File: config.mk
export PLATFORM = sky130hd
export DESIGN_NAME = bcd_to_bin
export DESIGN_NICKNAME = d
export VERILOG_FILES = /design/src/rtl/bcd_pkg.sv /design/src/rtl/bcd_x10_add.sv /design/src/rtl/bcd_to_bin.sv
export SDC_FILE = /design/constraint.sdc
export NUM_CORES = 1
export LEC_CHECK = 0
export BUFFER_PORTS_ARGS = -buffer_cell sky130_fd_sc_hd__clkbuf_2
export CAP_MARGIN = 25
export CORE_MARGIN = 1.5
export CORE_UTILIZATION = 51
export DETAILED_ROUTE_END_ITERATION = 7
export GPL_ROUTABILITY_DRIVEN = 1
export PLACE_DENSITY = 0.74
export SYNTH_ARGS = -nofsm -noshare
export SYNTH_HDL_FRONTEND = slang
export SYNTH_HIERARCHICAL = 1
export SYNTH_SLANG_ARGS = --single-unit
File: constraint.sdc
create_clock -name in_clk -period 2.63 [get_ports in_clk]
set_clock_uncertainty 0.1 [all_clocks]
set_input_delay 0 -clock in_clk [delete_from_list [all_inputs] [get_ports in_clk]]
set_output_delay 0 -clock in_clk [all_outputs]
set_load 0.05 [all_outputs]
File: src/rtl/bcd_pkg.sv
// Shared definitions for the BCD-to-binary converter.
//   state_e       : converter FSM states
//   BCD_MAX       : largest legal BCD digit
//   is_bcd_digit  : 1 when a nibble is a legal decimal digit
//   bin_width     : minimum binary width holding any DIGITS-digit decimal value
package bcd_pkg;

  typedef enum logic [1:0] {
    IDLE = 2'd0,
    CONV = 2'd1,
    DONE = 2'd2
  } state_e;

  localparam logic [3:0] BCD_MAX = 4'd9;

  function automatic logic is_bcd_digit(input logic [3:0] nibble);
    return nibble <= BCD_MAX;
  endfunction

  // ceil(log2(10^digits)); 10^digits is never a power of two, so $clog2 is exact.
  function automatic int unsigned bin_width(input int unsigned digits);
    longint unsigned p;
    p = 64'd1;
    for (int unsigned i = 0; i < digits; i++) begin
      p = p * 64'd10;
    end
    return $clog2(p);
  endfunction

endpackage

File: src/rtl/bcd_x10_add.sv
// One Horner step: sum = acc*10 + digit, truncated to BIN_W bits.
//   acc       : running binary accumulator
//   digit     : next BCD nibble
//   sum       : acc*10 + digit (mod 2^BIN_W)
//   digit_bad : digit is not a legal BCD digit (> 9)
module bcd_x10_add
  import bcd_pkg::*;
#(
  parameter int unsigned BIN_W = 14
) (
  input  logic [BIN_W-1:0] acc,
  input  logic [3:0]       digit,
  output logic [BIN_W-1:0] sum,
  output logic             digit_bad
);

  // x10 as x8 + x2; illegal digits still go through the arithmetic.
  assign sum       = (acc << 3) + (acc << 1) + BIN_W'(digit);
  assign digit_bad = !is_bcd_digit(digit);

endmodule

File: src/rtl/bcd_to_bin.sv
// Iterative packed-BCD to binary converter, one digit per clock, MSD first.
//   in_clk, in_rst         : clock, synchronous active-high reset
//   in_valid, out_up_ready : upstream handshake for in_bcd
//   in_bcd                 : packed BCD word, digit DIGITS-1 in the top nibble
//   out_valid, in_dn_ready : downstream handshake for out_bin/out_err
//   out_bin                : converted value, all ones if any nibble was > 9
//   out_err                : at least one nibble was > 9
module bcd_to_bin
  import bcd_pkg::*;
#(
  parameter int unsigned DIGITS = 4,
  parameter int unsigned BIN_W  = 14
) (
  input  logic                  in_clk,
  input  logic                  in_rst,
  input  logic                  in_valid,
  output logic                  out_up_ready,
  input  logic [4*DIGITS-1:0]   in_bcd,
  output logic                  out_valid,
  input  logic                  in_dn_ready,
  output logic [BIN_W-1:0]      out_bin,
  output logic                  out_err
);

  localparam int unsigned      CNT_W    = $clog2(DIGITS) + 1;
  localparam logic [CNT_W-1:0] CNT_LAST = CNT_W'(DIGITS - 1);

  state_e                state_q, state_d;
  logic [4*DIGITS-1:0]   shreg_q, shreg_d;
  logic [BIN_W-1:0]      acc_q, acc_d;
  logic [CNT_W-1:0]      cnt_q, cnt_d;
  logic                  err_q, err_d;
  logic [BIN_W-1:0]      out_bin_q, out_bin_d;
  logic                  out_err_q, out_err_d;

  logic [3:0]            digit;
  logic [BIN_W-1:0]      sum;
  logic                  digit_bad;

  assign digit = shreg_q[4*DIGITS-1 -: 4];

  bcd_x10_add #(
    .BIN_W (BIN_W)
  ) u_x10_add (
    .acc       (acc_q),
    .digit     (digit),
    .sum       (sum),
    .digit_bad (digit_bad)
  );

  always_comb begin
    state_d   = state_q;
    shreg_d   = shreg_q;
    acc_d     = acc_q;
    cnt_d     = cnt_q;
    err_d     = err_q;
    out_bin_d = out_bin_q;
    out_err_d = out_err_q;

    unique case (state_q)
      IDLE: begin
        if (in_valid) begin
          shreg_d = in_bcd;
          acc_d   = '0;
          cnt_d   = '0;
          err_d   = 1'b0;
          state_d = CONV;
        end
      end
      CONV: begin
        acc_d   = sum;
        err_d   = err_q | digit_bad;
        shreg_d = shreg_q << 4;
        cnt_d   = cnt_q + CNT_W'(1);
        if (cnt_q == CNT_LAST) begin
          // Result registers load with the final step so outputs stay glitch-free.
          out_bin_d = err_d ? '1 : sum;
          out_err_d = err_d;
          state_d   = DONE;
        end
      end
      DONE: begin
        if (in_dn_ready) begin
          state_d = IDLE;
        end
      end
      default: state_d = IDLE;
    endcase
  end

  always_ff @(posedge in_clk) begin
    if (in_rst) begin
      state_q   <= IDLE;
      shreg_q   <= '0;
      acc_q     <= '0;
      cnt_q     <= '0;
      err_q     <= 1'b0;
      out_bin_q <= '0;
      out_err_q <= 1'b0;
    end else begin
      state_q   <= state_d;
      shreg_q   <= shreg_d;
      acc_q     <= acc_d;
      cnt_q     <= cnt_d;
      err_q     <= err_d;
      out_bin_q <= out_bin_d;
      out_err_q <= out_err_d;
    end
  end

  assign out_up_ready = (state_q == IDLE);
  assign out_valid    = (state_q == DONE);
  assign out_bin      = out_bin_q;
  assign out_err      = out_err_q;

  // Too narrow a BIN_W wraps silently in hardware; flag it in simulation.
  always_ff @(posedge in_clk) begin
    assert (BIN_W >= bin_width(DIGITS))
      else $error("bcd_to_bin: BIN_W=%0d below minimum %0d", BIN_W, bin_width(DIGITS));
  end

endmodule

==> metrics.yaml <==
pin_count: 37
route.detailed.drc: 0
first_global_vias: 1886
crit_chain: "inv_2, fa_1, inv_2, fa_2, a21o_1, nand4_1, nand3_2, a211oi_2, xnor2_1, o221a_1"
cpMostUsedCell: "inv_2"
fp-row-count: 25
cts_inserted_buffers: 5
routed_via_density: 5.599
rsz0062_at_grt: "false"
fmax_mhz: 392.0
wire_per_inst_um: 14.94
fp.dieArea_mm2: 0.005323
fin_util_pct: 64.37
final_cells: 357
slew_headroom_pct: 63.78
syn_to_final_growth_pct: 21.80
multi_input_area_mm2: 0.001314
clockBufferDepth: 2
tightest_slew_ns: 0.5433
worstSkewPairLatency_ns: 0.31
grt_usage_pct: 20.91
period_share_pct: 97.00
yosysWarnings: 6
cp.required_ns: 2.72
cp-end-kind: "flip-flop"
cp_slowest_cell: "fa_1"
start_util_pct: 52.85
grt_start_max_net_pins: 18
slowest_delay_ns: 0.54
drt_iter0_markers: 92
crit_family: "adder cells"
drt_wl_total_um: 5333
status: "finished, final reports clean"
numClockSinks: 50
die_h_um: 72.96
chipWidth_um: 72.96
synth_area_mm2: 0.002496
avgSynthCellArea_um2: 10.58
maxCapViolCount: 0
h-tree-depth: 2
p_per_area_mw_per_mm2: 516.9
p_leak_uw: 0.001418
nNetsFinal: 335
tritoncts: "built"
grt_pass1_wl_um: 8659
cp.arrival_ns: 2.65
path_buf_inv: 2
drt-pass1-iter-count: 4
portBuffers: 36
setup_viol: 0
antenna_found_initial: 0
path_clk_slew_ns: 0.10
start_kind: "flip-flop"
n_antenna_cell: 0
num_vias: 1999
syn_nets: 282
hold_slack_ns: 0.06147
critical_path_class: "flip-flop to flip-flop"
drv_slew: 0
drive_gt1_share_pct: 24.83
min_path_type: "input port to flip-flop"
seq_area_mm2: 0.001003
syn-instance-count: 236
gp_congestion: 0.8751
grt.overflow.total: 0
dpl.hpwl_um: 3636
total_power_uw: 1572
vdd_drop_max_v: 0.0003252
fin_crit_ns: 2.551
ant_nets: 0
n_fill_cell: 384
core_area_mm2: 0.004723
dp_cells: 328
fin_tns_setup_ns: 0
root_buffer: "clkbuf_8"
path_max_fanout: 3
hold_violations: 0
[tightest hold or removal path, stage by stage]
cell and delay (ns):
clkbuf_2 0.17, nor2_2 0.08, a22o_1 0.17
[stage by stage]
step           instance area [µm²]  setup slack, ns
2_1_floorplan                 2496           0.1047
3_3_place_gp                  2686          0.06753
3_5_place_dp                  2686          0.01026
4_1_cts                       3027          0.03164
5_1_grt                       3040        0.0007894
6_report                      3040          0.07903
[where the power goes]
group / total [µW] / switching (µW) / internal (µW)
registers: 806 / 20.3 / 785
logic: 194 / 102 / 92.5
clock network: 572 / 259 / 313
[area by class of cell]
class / instances / area share [%]
multi-input cells: 146 / 43.21
clock buffers: 6 / 2.716
repair buffers: 62 / 14.07
flip-flops and latches: 50 / 33.00
inverters: 24 / 2.963
clock inverters: 2 / 1.276
well taps: 67 / 2.757
[flip-flops by register name, indices dropped and copies added, names as in the netlist]
signal	count
cnt_q	3
state_q	2
err_q	1
acc_q	13
shreg_q	16
out_err	1
out_bin	14
[final timing paths]
path                  to  slack [ns]      from  depth (start not counted)
min           shreg_q[3]        0.06    in_rst                          3
max          out_bin[12]        0.08  acc_q[2]                         10
max reg2reg  out_bin[12]        0.08  acc_q[2]                         10
min reg2reg     cnt_q[2]        0.38  cnt_q[2]                          1
[per-layer routing]
layer	GRT usage [%]	wire length, µm	vias to the layer above
met1	28.24	2602	942
met5	0	0	-
met4	7.547	87	0
li1	-	-	985
met3	4.972	243	10
met2	32.62	2398	62
[cell usage in the layout (no fill, tap or decap), types with 2 or more instances in the layout]
cell type / n
o221a_2: 4
a31oi_1: 3
inv_1: 21
a22o_1: 19
buf_4: 5
o21ai_0: 2
xor2_1: 5
clkbuf_2: 36
o21ai_1: 2
a21oi_2: 2
clkbuf_8: 6
dlygate4sd3_1: 21
nor2_1: 7
o221a_1: 22
ha_1: 24
xnor2_1: 6
nand3_2: 2
inv_2: 3
dfxtp_1: 48
dfxtp_2: 2
a21oi_1: 19
nand3_1: 4
[what timing repair did]
action	CTS	global route
pin swaps	0	11
endpoints found under the hold margin	18	0
hold buffers	21	0
gates resized for setup	2	7
setup buffers	0	0
setup endpoints to repair	3	9
No activity file was read; power rests on OpenSTA's default activity.
